$ cat config.mk
export PLATFORM = sky130hd
export DESIGN_NAME = sample_pingpong_buffer
export DESIGN_NICKNAME = d
export VERILOG_FILES = /design/src/rtl/fir_pkg.sv /design/src/rtl/sample_bank_ram.sv /design/src/rtl/sample_pingpong_buffer.sv
export SDC_FILE = /design/constraint.sdc
export NUM_CORES = 2
export LEC_CHECK = 0
export ABC_AREA = 1
export CORE_ASPECT_RATIO = 1.75
export CORE_MARGIN = 1
export CORE_UTILIZATION = 40
export CTS_BUF_LIST = sky130_fd_sc_hd__clkbuf_2 sky130_fd_sc_hd__clkbuf_4 sky130_fd_sc_hd__clkbuf_8
export CTS_CLUSTER_SIZE = 14
export DETAILED_ROUTE_END_ITERATION = 12
export PLACE_DENSITY_LB_ADDON = 0.3
export SKIP_LAST_GASP = 1
export SLEW_MARGIN = 0
export SYNTH_ARGS = -nofsm -noshare
export SYNTH_HDL_FRONTEND = slang
export SYNTH_SLANG_ARGS = --single-unit
$ cat constraint.sdc
create_clock -name clk -period 4.4 [get_ports clk]
set_input_delay 0.66 -clock clk [delete_from_list [all_inputs] [get_ports clk]]
set_output_delay 0.66 -clock clk [all_outputs]
set_load 0.1 [all_outputs]
$ cat src/rtl/fir_pkg.sv
// Shared sizing and write-FSM encoding for the sample ping-pong buffer.
package fir_pkg;

  localparam int unsigned TAPS   = 128;
  localparam int unsigned DATA_W = 16;
  localparam int unsigned ADDR_W = $clog2(TAPS);

  localparam logic [7:0] DropMax = 8'hFF;

  typedef enum logic {
    StFill = 1'b0,
    StFull = 1'b1
  } wr_state_e;

endpackage

$ cat src/rtl/sample_bank_ram.sv
// Two banks of samples in one simple dual-port RAM; bank chosen by the address MSB.
module sample_bank_ram #(
  parameter int unsigned DATA_W = 16,
  parameter int unsigned ADDR_W = 7
) (
  input  logic              clk,
  input  logic              rst,
  input  logic              wr_en,
  input  logic [ADDR_W:0]   wr_addr,
  input  logic [DATA_W-1:0] wr_data,
  input  logic [ADDR_W:0]   rd_addr,
  output logic [DATA_W-1:0] rd_data
);

  localparam int unsigned Depth = 2 ** (ADDR_W + 1);

  logic [DATA_W-1:0] mem [Depth];

  // Storage is deliberately not reset; only the read register is.
  always_ff @(posedge clk) begin
    if (wr_en) begin
      mem[wr_addr] <= wr_data;
    end
  end

  always_ff @(posedge clk or posedge rst) begin
    if (rst) begin
      rd_data <= '0;
    end else begin
      rd_data <= mem[rd_addr];
    end
  end

endmodule

$ cat src/rtl/sample_pingpong_buffer.sv
// Ping-pong sample store: fills one bank while the DA engine reads the other.
module sample_pingpong_buffer
  import fir_pkg::*;
#(
  parameter int unsigned TAPS   = fir_pkg::TAPS,
  parameter int unsigned DATA_W = fir_pkg::DATA_W,
  parameter int unsigned ADDR_W = $clog2(TAPS)
) (
  input  logic              clk,
  input  logic              rst,
  input  logic              in_valid,
  input  logic [DATA_W-1:0] in_data,
  output logic              in_ready,
  input  logic              flush,
  input  logic              swap_req,
  output logic              buffer_ready,
  output logic              bank_sel,
  output logic [ADDR_W:0]   fill_count,
  input  logic [ADDR_W-1:0] rd_addr,
  output logic [DATA_W-1:0] rd_data,
  output logic [7:0]        drop_count
);

  localparam logic [ADDR_W:0] LastIdx = (ADDR_W + 1)'(TAPS - 1);
  localparam logic [ADDR_W:0] CntOne  = (ADDR_W + 1)'(1);

  wr_state_e state;

  logic            wr_en;
  logic [ADDR_W:0] wr_addr;
  logic [ADDR_W:0] rd_addr_full;

  always_comb begin
    wr_en        = in_valid && (state == StFill) && !flush;
    wr_addr      = {bank_sel, fill_count[ADDR_W-1:0]};
    rd_addr_full = {~bank_sel, rd_addr};
  end

  // Priority within a cycle: flush, then swap, then write.
  always_ff @(posedge clk or posedge rst) begin
    if (rst) begin
      state        <= StFill;
      in_ready     <= 1'b1;
      buffer_ready <= 1'b0;
      bank_sel     <= 1'b0;
      fill_count   <= '0;
      drop_count   <= '0;
    end else if (flush) begin
      state        <= StFill;
      in_ready     <= 1'b1;
      buffer_ready <= 1'b0;
      bank_sel     <= 1'b0;
      fill_count   <= '0;
      drop_count   <= '0;
    end else begin
      unique case (state)
        StFill: begin
          if (in_valid) begin
            fill_count <= fill_count + CntOne;
            if (fill_count == LastIdx) begin
              state        <= StFull;
              in_ready     <= 1'b0;
              buffer_ready <= 1'b1;
            end
          end
        end
        StFull: begin
          if (in_valid && (drop_count != DropMax)) begin
            drop_count <= drop_count + 8'd1;
          end
          if (swap_req) begin
            state        <= StFill;
            in_ready     <= 1'b1;
            buffer_ready <= 1'b0;
            bank_sel     <= ~bank_sel;
            fill_count   <= '0;
          end
        end
        default: state <= StFill;
      endcase
    end
  end

  sample_bank_ram #(
    .DATA_W(DATA_W),
    .ADDR_W(ADDR_W)
  ) u_ram (
    .clk    (clk),
    .rst    (rst),
    .wr_en  (wr_en),
    .wr_addr(wr_addr),
    .wr_data(in_data),
    .rd_addr(rd_addr_full),
    .rd_data(rd_data)
  );

endmodule
# Word level (Yosys, flattened, before mapping)
# Memories as Yosys holds them, arrays and structs flattened. A register that Yosys moved wholly into a read port is not among the register bits.
# Cells that the tools add are included.
dict set report totals {
  ff_bits 20
  ram_bits 4096
  in_bits 28
  output_inout_bits 35
  mem_count 1
}
dict set report classes {
  n_addsub 2
  n_eq_ne 5
  n_mux 27
  n_bitwise 2
  n_reduce_logical 11
}
# name depth word_bits rd rd_clocked_by_memory_dff wr line_no
set memory_table {}
lappend memory_table {u_ram.mem 256 16 1 1 1 sample_bank_ram.sv:17} ;# logic [DATA_W-1:0] mem [Depth];
# cell count
set op_table {}
lappend op_table {{2-to-1 mux 8 bit} 6}
lappend op_table {{2-to-1 mux 1 bit} 17}
lappend op_table {{adder 8 x 1 -> 8 bit (second input constant)} 2}
lappend op_table {{case mux 8 bit (2 select lines)} 1}
lappend op_table {{== test 8 x 7 -> 1 bit (second input constant)} 1}
lappend op_table {{!= test 8 bit (second input constant)} 1}
lappend op_table {{!= test 3 bit (second input constant)} 2}
lappend op_table {{case mux 1 bit (2 select lines)} 3}
lappend op_table {{AND reduction 2 bit} 3}
lappend op_table {{nonzero test 2 bit} 3}
lappend op_table {{logical AND 1 bit} 3}
lappend op_table {{!= test 3 x 2 -> 1 bit (second input constant)} 1}
lappend op_table {{AND reduction 3 bit} 1}
lappend op_table {{NOT 1 bit} 2}
lappend op_table {{zero test 1 bit} 1}

# Depth between registers and ports, before layout
dict set report depth {
  word_depth 5
  mapped_depth 15
  depth_no_buf 14
}

# Modules after synthesis
# Synthesis repeated with hierarchy kept, for this count alone.
dict set report hier_totals {
  cells_unflattened 13782
  hier_area_um2 167101.5
}
# mod instances cells_per_inst area_each_um2 seq_area_each_um2
set modules_own_cells {}
lappend modules_own_cells {sample_bank_ram 1 13618 165852.8 123398.3}
lappend modules_own_cells {sample_pingpong_buffer 1 164 1248.7 501.7}

# Worst setup path before layout
# No wires, ideal clock.
dict set report synth_timing {
  path_type {reg2reg}
  from {register bank_sel}
  to {memory u_ram.mem[150][0], enable pin}
  setup_ns 0.388
  t_arrival_ns 2.812
  t_required_ns 4.012
  setup_slack_ns 1.200
  path_stages_with_launch 6
  path_buffers 1
  path_cell_list {dfrtp_1 > clkinv_1 > nor2_1 > nand3_1 > clkbuf_1 > nor2_1}
}
# element line_no
set synth_rtl {}
lappend synth_rtl {{from (decl)} sample_pingpong_buffer.sv:17} ;# output logic bank_sel,
lappend synth_rtl {{from (signal assigned)} sample_pingpong_buffer.sv:75} ;# bank_sel <= ~bank_sel;
lappend synth_rtl {{to (decl)} sample_bank_ram.sv:17}
# No word-level cell before the write port.

# Worst setup path in the final report
dict set report layout_timing {
  from {register u_ram.rd_data[2], read port of u_ram.mem}
  to {output rd_data[2]}
}
# element line_no
set layout_rtl {}
lappend layout_rtl {{from (decl)} sample_bank_ram.sv:12} ;# output logic [DATA_W-1:0] rd_data
lappend layout_rtl {{to (decl)} sample_pingpong_buffer.sv:20} ;# output logic [DATA_W-1:0] rd_data,
# No word-level cell between the ends.

==> flow_metrics.tcl <==
set metrics [dict create \
    grt.overflow.total 0 \
    async_flop_share_pct 0.871 \
    syn_to_final_growth_pct 11.8 \
    postCtsSetupBuffers 0 \
    cp-start-kind "flop" \
    die_area_sq_mm 0.420 \
    ys.flop_type "edfxtp_1" \
    wl_met2_mm 260 \
    initial_core_util_pct 40.2 \
    htreeDepth 6 \
    netlist_area_sq_mm 0.167 \
    ant_nets 0 \
    clk_path_buf_depth 4 \
    required_ns 3.74 \
    yosysTopAreaCell "edfxtp_1" \
    nFillCells 37722 \
    worst-slew-pin-transition_ns 1.21 \
    cts_tree "built" \
    dp_hpwl_mm 305 \
    clockRootBuffer "clkbuf_8" \
    synth_cells 13724 \
    arrival_ns 3.18 \
    ys_ff_latch 4132 \
    top_layer "met5" \
    yosysMostFrequentCell "nand2_1" \
    clock_skew_ns 0.0615 \
    finalHoldViolations 0 \
    drc 0 \
    io_buffers 62 \
    layout-drive-gt1-share_pct 10.9 \
    nNetsFinal 14121 \
    crit_family "buffers and inverters" \
    cts_made_buffers 569 \
    wl_met3_mm 33.9 \
    ys_seq_area_share_pct 74.2 \
    max_stage_delay_ns 1.27 \
    die_h_microns 857 \
    ys_warn_count 0 \
    synth_common_cells "4224 x nand2_1, 4096 x edfxtp_1, 4043 x nand3_1" \
    ir_drop_uv 293 \
    min_path_type "input pin to flop" \
    power.density_mw_per_mm2 417 \
    final_core_util_pct 45.0 \
    yosys.area.top_type_share_pct 73.7 \
    clock.fmax_mhz 260 \
    drt-wirelength-per-cell_microns 25.7 \
    grt_pass1_wl_mm 737 \
    gp_congestion 0.886 \
    antenna_found_initial 21 \
    finalCritPeriodShare_pct 87.2 \
    slew_headroom_pct 19.1 \
    power_mw 77.8 \
    rows 313 \
    ys_top_cells_by_area "edfxtp_1 74%, nand3_1 12%, nand2_1 9.5%" \
    vias_per_cell 5.55 \
    endpoint_kind "output port" \
    synth_edf_count 4096 \
    die_w_microns 490 \
    cts.clk_slew.worst_paths_ns 0.07 \
    p_leak_nw 65.1 \
    grt_max_degree 188 \
    drtIter0Drc 10815 \
    crit_slowest_cell "clkdlybuf4s50_1" \
    wl_met1_mm 185 \
    critPathKind "flop to output port" \
    rsz0062_at_grt "false" \
    slew_violations 0 \
    hold_ws_ns 0.122 \
    gr-usage-all-layers_pct 23.8 \
    period_needed_ns 3.84 \
    maxCapViolations 0 \
    worstPathCellList "clkdlybuf4s50_1" \
    path_max_fanout 1 \
    grt_pass1_vias 107147 \
    syn_avg_cell_area_sq_um 12.2 \
    clock_sinks 4132 \
    core-area_sq_mm 0.415 \
    synth_cell_types 27 \
    path_buf_inv 1 \
    finalSetupTns_ns 0 \
    syn-num-nets 13757 \
    dr.pass1.iters 8 \
    io_pins 63 \
    status "finished clean" \
    finalSetupViolations 0 \
    dr_total_vias 111230 \
    clk_latency_ns 1.11 \
    routed_wl_mm 514 \
]
## power by group
group	total [mW]	switching, mW	internal, mW
clock network	28.8	14.5	14.3
registers	43.4	0.114	43.3
logic	5.57	4.26	1.31
## what timing repair did
| item | 4_1_cts | 5_1_grt |
|---|---|---|
| hold endpoints to repair | 268 | 0 |
| hold buffers | 9 | 0 |
| resized for setup | 0 | 0 |
| endpoints found under the setup margin | 0 | 0 |
## worst reg2reg max path, cell delays in order, from the launching register on
cell	delay (ns)
dfrtp_1	0.63
clkinv_1	0.17
nor2_1	0.47
nand2_1	0.67
nor2_1	0.83
buf_4	0.42
## area by class of cell
type	instances	area [sq um]	area share [%]
tap	5512	6900	3.70
inverter	53	251	0.135
clock buffer	752	9290	4.98
multi-input combinational	8602	37500	20.1
antenna	8	20.0	0.0107
clock inverter	236	1410	0.753
timing repair buffer	730	7310	3.92
sequential	4132	124000	66.4
## routing by layer
metal  GRT usage (%)  up-vias
li1                -    49642
met1            27.7    55485
met2            41.6     4906
met3            2.85     1191
met4            14.7        6
met5               0        -
## worst paths after layout
| path | startpoint | endpoint | slack [ns] | cells past startpoint |
|---|---|---|---|---|
| worst max-delay path | u_ram.rd_data[2]$_DFF_PP0_ | rd_data[2] | 0.56 | 1 |
| worst min-delay path | in_data[6] | u_ram.mem[230][6]$_DFFE_PP_ | 0.12 | 1 |
| worst max register to register | bank_sel$_DFFE_PP0P_ | u_ram.mem[133][0]$_DFFE_PP_ | 0.88 | 5 |
| worst min register to register | in_ready$_DFFE_PP1P_ | in_ready$_DFFE_PP1P_ | 0.48 | 2 |
| max in group asynchronous | rst | u_ram.rd_data[8]$_DFF_PP0_ | 2.78 | 4 |
| min in group asynchronous | rst | u_ram.rd_data[15]$_DFF_PP0_ | 0.54 | 3 |
## cells in the final DEF, fill, tap and decap left out, drive strengths merged
cell	netlist	final
clkinv	1	184
bufinv	0	9
clkdlybuf4s50	0	32
a21oi	12	12
nand3	4043	4043
nor3	9	9
nor2	290	290
o21ai	11	11
nand2	4224	4224
ha	5	5
a2111oi	1	1
dlygate4sd3	0	9
clkbuf	141	752
clkinvlp	0	30
dfstp	1	1
nor3b	1	1
o21a	2	2
inv	52	66
nand4	2	2
dfrtp	35	35
edfxtp	4096	4096
and3	1	1
buf	796	689
o21bai	1	1
diode	0	8
## sequential cells by signal (all words and copies together) (netlist names)
name / cells
state: 1
bank_sel: 1
drop_count: 8
u_ram.rd_data: 16
in_ready: 1
fill_count: 8
u_ram.mem: 4096
buffer_ready: 1
## per-stage QoR
stage	cell area, sq um	cells	worst slack [ns]
2_1_floorplan	167000	13724	1.20
3_3_place_gp	176000	19020	0.0498
3_5_place_dp	176000	19020	0.0675
4_1_cts	187000	20017	0.441
5_1_grt	187000	20019	0.477
6_report	187000	20025	0.561
## logic make-up after synthesis
family | synth area share [%]
simple gates | 22.3
flops | 74.2
compound gates | 0.0877
buf+inv | 3.34
fa+ha+maj | 0.0375
(Power assumes the default switching activity.)
